File: config.mk
export PLATFORM = sky130hd
export DESIGN_NAME = player_shots_multi
export DESIGN_NICKNAME = d
export VERILOG_FILES = /design/src/rtl/space_inv_pkg.sv /design/src/rtl/player_shot_slot.sv /design/src/rtl/player_shots_multi.sv
export SDC_FILE = /design/constraint.sdc
export NUM_CORES = 1
export LEC_CHECK = 0
export ABC_CLOCK_PERIOD_IN_PS = 2800
export CAP_MARGIN = 20
export CORE_ASPECT_RATIO = 1.5
export CORE_MARGIN = 2
export CORE_UTILIZATION = 25
export CTS_CLUSTER_DIAMETER = 40
export DETAILED_ROUTE_END_ITERATION = 6
export PLACE_DENSITY = 0.54
export RECOVER_POWER = 100
export REMOVE_ABC_BUFFERS = 1
export SLEW_MARGIN = 20
export SYNTH_ARGS = -nofsm -noshare
export SYNTH_HDL_FRONTEND = slang
export SYNTH_SLANG_ARGS = --single-unit
export TNS_END_PERCENT = 10
File: constraint.sdc
create_clock -name clk -period 2.8 [get_ports clk]
set_input_delay 0.42 -clock clk [delete_from_list [all_inputs] [get_ports clk]]
set_output_delay 0.42 -clock clk [all_outputs]
set_load 0.03 [all_outputs]
File: src/rtl/space_inv_pkg.sv
// Shared types and constants for the space-invaders game blocks.
// Fixed-point positions carry 6 fractional bits; pixel coords are 11-bit signed.
package space_inv_pkg;

  localparam int COORD_W   = 11;
  localparam int FRAC_BITS = 6;
  localparam int FIX_W     = 32;
  localparam int SCREEN_W  = 640;
  localparam int SCREEN_H  = 480;

  typedef logic signed [COORD_W-1:0] coord_t;
  typedef logic signed [FIX_W-1:0]   fix_t;

  typedef enum logic {
    SLOT_IDLE = 1'b0,
    SLOT_FLY  = 1'b1
  } slot_state_t;

  function automatic fix_t px_to_fix(input int px);
    return fix_t'(px) <<< FRAC_BITS;
  endfunction

  function automatic coord_t fix_to_px(input fix_t v);
    return coord_t'(v[FRAC_BITS+COORD_W-1:FRAC_BITS]);
  endfunction

endpackage

File: src/rtl/player_shot_slot.sv
// One shot slot: IDLE/FLY state, fixed-point position and retire logic.
// A hit beats movement; an idle slot ignores hits and keeps its position.
module player_shot_slot
  import space_inv_pkg::*;
#(
  parameter int INITIAL_Y = 400,
  parameter int Y_SPEED   = -320,
  parameter int TOP_LIMIT = 0
) (
  input  logic clk,
  input  logic resetN,
  input  logic clear_i,
  input  logic sof_i,
  input  logic launch_i,
  input  logic hit_i,
  input  fix_t launch_x_i,
  output logic alive_o,
  output fix_t x_o,
  output fix_t y_o
);

  localparam fix_t   Y_INIT = px_to_fix(INITIAL_Y);
  localparam fix_t   Y_STEP = fix_t'(Y_SPEED);
  localparam coord_t TOP_PX = coord_t'(TOP_LIMIT);

  slot_state_t state_q, state_d;
  fix_t        x_q, x_d;
  fix_t        y_q, y_d;
  fix_t        y_step;

  assign y_step = y_q + Y_STEP;

  // State and position registers
  always_ff @(posedge clk or negedge resetN) begin
    if (!resetN) begin
      state_q <= SLOT_IDLE;
      x_q     <= '0;
      y_q     <= Y_INIT;
    end else begin
      state_q <= state_d;
      x_q     <= x_d;
      y_q     <= y_d;
    end
  end

  // Next state: clear, launch, hit, per-frame step and top-edge retire
  always_comb begin
    state_d = state_q;
    x_d     = x_q;
    y_d     = y_q;
    if (clear_i) begin
      state_d = SLOT_IDLE;
      x_d     = '0;
      y_d     = Y_INIT;
    end else begin
      unique case (state_q)
        SLOT_IDLE: begin
          if (launch_i) begin
            state_d = SLOT_FLY;
            x_d     = launch_x_i;
            y_d     = Y_INIT;
          end
        end
        SLOT_FLY: begin
          if (hit_i) begin
            state_d = SLOT_IDLE;
          end else if (sof_i) begin
            y_d = y_step;
            if (fix_to_px(y_step) < TOP_PX)
              state_d = SLOT_IDLE;
          end
        end
      endcase
    end
  end

  // Outputs
  always_comb begin
    alive_o = (state_q == SLOT_FLY);
    x_o     = x_q;
    y_o     = y_q;
  end

endmodule

File: src/rtl/player_shots_multi.sv
// Multi-slot player shots: fire edge detect, cooldown, lowest-idle arbitration.
// Each slot moves and retires on its own; activeCount is a live popcount.
module player_shots_multi
  import space_inv_pkg::*;
#(
  parameter int NUM_SHOTS       = 3,
  parameter int COOLDOWN_FRAMES = 8,
  parameter int INITIAL_Y       = 400,
  parameter int Y_SPEED         = -320,
  parameter int X_OFFSET        = 32,
  parameter int TOP_LIMIT       = 0
) (
  input  logic                         clk,
  input  logic                         resetN,
  input  logic                         startOfFrame,
  input  logic                         playGame,
  input  logic                         fireReq,
  input  coord_t                       playerXPosition,
  input  logic   [NUM_SHOTS-1:0]       hitVec,
  output coord_t [NUM_SHOTS-1:0]       topLeftX,
  output coord_t [NUM_SHOTS-1:0]       topLeftY,
  output logic   [NUM_SHOTS-1:0]       aliveVec,
  output logic                         shotFired,
  output logic   [3:0]                 activeCount
);

  localparam int CD_W = 16;

  logic                 fire_q, fire_d;
  logic                 fired_q, fired_d;
  logic [CD_W-1:0]      cool_q, cool_d;
  logic                 fire_req;
  logic                 accept;
  logic [NUM_SHOTS-1:0] idle_vec;
  logic [NUM_SHOTS-1:0] grant;
  fix_t                 launch_x;
  fix_t                 x_fix [NUM_SHOTS];
  fix_t                 y_fix [NUM_SHOTS];

  assign fire_req = fireReq & ~fire_q;
  assign idle_vec = ~aliveVec;
  assign grant    = idle_vec & (~idle_vec + NUM_SHOTS'(1));
  assign accept   = fire_req && (cool_q == '0) && playGame && (|idle_vec);
  assign launch_x = (fix_t'(playerXPosition) + fix_t'(X_OFFSET)) <<< FRAC_BITS;

  // Next values for edge register, launch pulse and cooldown
  always_comb begin
    fire_d  = playGame ? fireReq : 1'b0;
    fired_d = accept;
    cool_d  = cool_q;
    if (!playGame)
      cool_d = '0;
    else if (accept)
      cool_d = CD_W'(COOLDOWN_FRAMES);
    else if (startOfFrame && (cool_q != '0))
      cool_d = cool_q - CD_W'(1);
  end

  // Control registers
  always_ff @(posedge clk or negedge resetN) begin
    if (!resetN) begin
      fire_q  <= 1'b0;
      fired_q <= 1'b0;
      cool_q  <= '0;
    end else begin
      fire_q  <= fire_d;
      fired_q <= fired_d;
      cool_q  <= cool_d;
    end
  end

  assign shotFired = fired_q;

  for (genvar i = 0; i < NUM_SHOTS; i++) begin : g_slot
    player_shot_slot #(
      .INITIAL_Y (INITIAL_Y),
      .Y_SPEED   (Y_SPEED),
      .TOP_LIMIT (TOP_LIMIT)
    ) u_slot (
      .clk        (clk),
      .resetN     (resetN),
      .clear_i    (~playGame),
      .sof_i      (startOfFrame),
      .launch_i   (accept & grant[i]),
      .hit_i      (hitVec[i]),
      .launch_x_i (launch_x),
      .alive_o    (aliveVec[i]),
      .x_o        (x_fix[i]),
      .y_o        (y_fix[i])
    );
    assign topLeftX[i] = fix_to_px(x_fix[i]);
    assign topLeftY[i] = fix_to_px(y_fix[i]);
  end

  // Popcount of live slots
  always_comb begin
    activeCount = '0;
    for (int i = 0; i < NUM_SHOTS; i++)
      activeCount = activeCount + 4'(aliveVec[i]);
  end

endmodule

## After elaboration in Yosys (flattened, before gate mapping)

Index checks and enable logic that the tools add are counted.
W data, S select, Z words.

- Word-level logic and storage cells: 109
- Bits in registers: 168

- Bitwise gates (word level): 11
- Reduce and logical (&&, ||, !) cells: 13
- Mux-type cells: 46
- $add $sub $neg: 8
- Eq/ne operators: 16
- $lt $le $gt $ge: 3

Operators with widths:

| operator | number |
|---|---|
| $mux W32 | 12 |
| $pmux W32 S2 | 3 |
| $mux W17 | 9 |
| $add A32 B10 Y32 const B | 3 |
| $mux W16 | 3 |
| $lt A11 B1 Y1 const B | 3 |
| $ne A3 B3 Y1 const B | 6 |
| $logic_not A16 Y1 | 1 |
| $mux W1 | 16 |
| $reduce_bool A16 Y1 | 1 |
| $sub A16 B1 Y16 const B | 1 |
| $add A11 B7 Y11 const B | 1 |
| $ne A3 B2 Y1 const B | 3 |
| $reduce_and A3 Y1 | 3 |
| $ne A2 B1 Y1 const B | 3 |
| $ne A2 B2 Y1 const B | 3 |
| $not A3 Y3 | 2 |
| $pmux W1 S2 | 3 |
| $reduce_and A2 Y1 | 3 |
| $and A1 B1 Y1 | 4 |
| $logic_and A1 B1 Y1 | 4 |
| $not A1 Y1 | 4 |
| $add A2 B1 Y3 | 1 |
| $add A3 B1 Y3 const B | 1 |
| 4 further kinds | 4 |

## Depth between registers and ports, before layout

- Depth in word-level cells: 9
- Gate-level depth with buffers: 9
- Mapped depth without buffers: 6

## Hierarchy

Synthesis repeated with hierarchy kept, for this count alone.

- Cell total of the unflattened synthesis: 871
- Area, all modules: 9,361.5 µm²

Modules (own cells, without submodules):

| module | area an instance (µm²) | instances | cells each | seq. area each (µm²) |
|---|---|---|---|---|
| player_shot_slot | 2,728.9 | 3 | 249 | 1,480.2 |
| player_shots_multi | 1,174.9 | 1 | 124 | 450.4 |

## Least setup slack after synthesis

No wires, ideal clock.

- Kind: flip-flop to flip-flop
- From: register cool_q[0]
- To: register g_slot[2].u_slot.x_q[14]
- Data required time: 2.675 ns
- Slack: 0.292 ns
- Stages on the path, launching flop included: 8
- Setup time: 0.125 ns
- Arrival: 2.383 ns
- Path buffers: 1
- Period minus slack after synthesis: 2.508 ns
- Path through: dfrtp_1 inv_1 ha_1 or3b_2 clkbuf_1 or4_4 o21ai_0 mux2_2

- Word-level cells in the longest chain between the ends: 7

RTL lines:

| what | RTL line | text |
|---|---|---|
| start, declared | player_shots_multi.sv:31 | `logic [CD_W-1:0] cool_q, cool_d;` |
| start signal, assigned | player_shots_multi.sv:68 | `cool_q <= cool_d;` |
| $logic_not A16 Y1 | player_shots_multi.sv:43 | `assign accept = fire_req && (cool_q == '0) && playGame && (\|idle_vec);` |
| $logic_and A1 B1 Y1 (3 in series) | player_shots_multi.sv:43 |  |
| $and A1 B1 Y1 | player_shots_multi.sv:84 | `.launch_i (accept & grant[i]),` |
| $ne A2 B1 Y1 (no line) | -- |  |
| $reduce_and A2 Y1 (no line) | -- |  |
| end signal, assigned | player_shot_slot.sv:37 | `x_q <= '0;` |
| end signal, assigned | player_shot_slot.sv:41 | `x_q <= x_d;` |
| end, declared | player_shot_slot.sv:27 | `fix_t x_q, x_d;` |

Every way passes these cells.
A chain may end at the register's enable or synchronous reset.

## Final worst setup path

- From: register cool_q[3]
- To: register g_slot[1].u_slot.x_q[14]

- Word-level cells in the longest chain between the ends: 7

RTL lines:

| what | RTL line |
|---|---|
| $logic_not A16 Y1 | player_shots_multi.sv:43 |
| $logic_and A1 B1 Y1 (3 in series) | player_shots_multi.sv:43 |
| $and A1 B1 Y1 | player_shots_multi.sv:84 |
| $ne A2 B1 Y1 (no line) | -- |
| $reduce_and A2 Y1 (no line) | -- |
| end signal, assigned | player_shot_slot.sv:37 |
| end signal, assigned | player_shot_slot.sv:41 |
| end, declared | player_shot_slot.sv:27 |

Every way passes these cells.

==> run metrics <==
status finished clean; Setup CP Type flop to flop; delay-heaviest family, CP simple AND/OR/NAND/NOR gates; Slew HR 19.5%; Hold Crit Class primary input to async pin; Post-CTS Setup Bufs 0; hpwl dp 10800 um; die height 174 um; Post-synth EDFFs 0; Worst Setup End Kind flop; sequential share of the synthesized area 45.3%; Antenna Cells 0; clk buf depth 2; DP Area 6050 sq um; Synth Warn # 0; CTS tree done; Routed WL 15100 um; Skew-Pair Late Insertion Delay 0.35 ns; Placer Congestion 0.872; first-pass GRT wire length 24200 um; PortBufs 90; final routed DRC violation total 0; most common cell in the netlist dfrtp_1; post-route antenna net violation count 0; synthesized area 4830 sq um; Finished Cell Area 6330 sq um; drt first pass iters 4; largest net degree at the start of global routing 48; layout cells sized above 1 10.9%; # rows 62; syn_area_per_cell 9.19 sq um; DRT iter0 DRCs 306; Synth area leaders dfrtp_1, a21oi_1, o21ai_0; Cells after DPL 854; Yosys reg bits 87; Post-Syn Instances 525; Slowest-stage cell, CP or4_1; slowest stage delay, CP 0.68 ns; count of cell types in the netlist 60; CTS Root Cell clkbuf_16; RR Startpoint cool_q[3]$_DFFE_PN0P_; CP Launch Type flop; Reg2Reg Setup Slack 0.16 ns; Synth Flop Type dfrtp_1; Commonest cells post-synth dfrtp_1, a21oi_1, o21ai_0; Total Power 4.60 mW; leading area contributor after synthesis dfrtp_1; crit-path cells or4_1, or4_4, o21ai_0, mux2_2; clock sinks 87; CP bufs+invs 0; Peak VDD IR 329 uV; Sum Neg Setup Slack 0 ns; core box area 19000 sq um; post-cts resize count 0; Post-synth ARST share 100%; Period minus WS final 2.64 ns; Synth top area share 40.4%; Layout area overhead 31.2%; CP max FO 21; H-Tree Depth 3; leak pwr 2.58 nW; vias in the first global route 4354; Final Skew 0.00920 ns; Die ar. 20500 sq um; measured slew at the worst slew-check pin 1.21 ns; R2R cell count 4; Initial Util 25.4%; Final Cycle Share 94.3%; clock transition at the registers of the reported paths 0.07 ns; pwr/cell area 726 nW/um^2; endpoints failing hold 0; Num CTS Buffers 9; WP data required 3.04 ns; I/O pins 93; wire per inst 17.4 um; Tot GR Track Use 14.8%; initial antenna violation count 0; gr ovfl total 0; Slew Limit Fails 0; crit path DAT 2.88 ns; Peak Freq 379 MHz; RSZ-0062 raised after global routing false; MaxCap Viol Count 0; CTS Hold Buffers Added 0; Nets 635; # setup viols final 0; fin cells 870; via count 4475; Die Wd 117 um; DR vias/cell 5.14; r2r endpoint g_slot[1].u_slot.x_o[14]$_DFFE_PN0P_
## final cells by class
| type | instances | area [sq um] |
|---|---|---|
| sequential | 87 | 2190 |
| tap | 256 | 320 |
| clock buffer | 10 | 229 |
| inverter | 14 | 52.6 |
| fill | 1965 | 12700 |
| clock inverter | 6 | 92.6 |
| timing repair buffer | 114 | 1070 |
| multi-input combinational | 383 | 2380 |
## how the worst max path moves through the flow
| stage | from | endpoint | slack (ns) | cells past startpoint |
|---|---|---|---|---|
| final | cool_q[3]$_DFFE_PN0P_ | g_slot[1].u_slot.x_o[14]$_DFFE_PN0P_ | 0.16 | 4 |
| after global routing | cool_q[0]$_DFFE_PN0P_ | g_slot[2].u_slot.x_o[12]$_DFFE_PN0P_ | 0.04 | 8 |
| after CTS | cool_q[0]$_DFFE_PN0P_ | g_slot[2].u_slot.x_o[14]$_DFFE_PN0P_ | 0.15 | 6 |
| after detailed placement | cool_q[0]$_DFFE_PN0P_ | g_slot[2].u_slot.x_o[14]$_DFFE_PN0P_ | 0.19 | 6 |
| after global placement | cool_q[0]$_DFFE_PN0P_ | g_slot[2].u_slot.x_o[15]$_DFFE_PN0P_ | 0.26 | 6 |
| after floorplan | cool_q[3]$_DFFE_PN0P_ | g_slot[0].u_slot.y_o[14]$_DFFE_PN1P_ | -0.48 | 4 |
## registers in the layout, summed over array words and instances (netlist names)
register,cells
g_slot.u_slot.alive_o,3
g_slot.u_slot.y_o,33
fire_q,1
g_slot.u_slot.x_o,33
cool_q,16
shotFired,1
## placed cells by master, fill, tap and decap left out, types with 7 or more instances in the layout
| master | n |
|---|---|
| o31ai_1 | 9 |
| clkdlybuf4s50_1 | 17 |
| o21a_1 | 7 |
| o21ai_0 | 54 |
| o211ai_1 | 15 |
| nor2b_1 | 7 |
| nand2_1 | 24 |
| or3_1 | 17 |
| a21oi_1 | 58 |
| nor2_1 | 22 |
| nand3_1 | 27 |
| clkbuf_16 | 9 |
| dfrtp_1 | 78 |
| a31oi_1 | 9 |
| nor3_1 | 14 |
| or4_1 | 14 |
| buf_4 | 17 |
| dlygate4sd3_1 | 72 |
| clkbuf_2 | 7 |
| inv_1 | 14 |
| nor4_1 | 9 |
| dfstp_2 | 9 |
## metal layers
metal | global-route usage (%) | vias up | wire length, um
li1 | - | 2137 | -
met1 | 18.2 | 2220 | 6450
met2 | 25.8 | 101 | 7870
met3 | 1.77 | 17 | 480
met4 | 6.48 | 0 | 325
met5 | 0 | - | 0
## where the power goes
part / internal [mW] / switching [mW]
combinational: 0.584 / 1.13
clock: 0.788 / 0.525
sequential: 1.41 / 0.160
total: 2.78 / 1.82
## kinds of logic (layout without fill, tap and decap cells)
family,count (synthesis),in the layout,synth area share [%]
XOR/XNOR,6,6,1.09
AND/OR/NAND/NOR,175,175,21.0
buffers and inverters,56,144,5.39
flip-flops,87,87,45.3
adder cells (fa/ha/maj),7,7,1.97
other,1,2,0.0777
AO/OA/AOI/OAI,182,182,22.7
multiplexers,11,11,2.44
## stage by stage
stage | utilization (%) | hold slack (ns) | setup WS (ns)
6_report | 33.3 | 0.324 | 0.158
5_1_grt | 33.3 | 0.409 | 0.0402
4_1_cts | 33.5 | 0.118 | 0.152
3_5_place_dp | 31.8 | 0.492 | 0.193
3_3_place_gp | 31.8 | 0.484 | 0.258
2_1_floorplan | - | 0.124 | -0.477
Note: power is estimated with default switching activity, not from simulation.
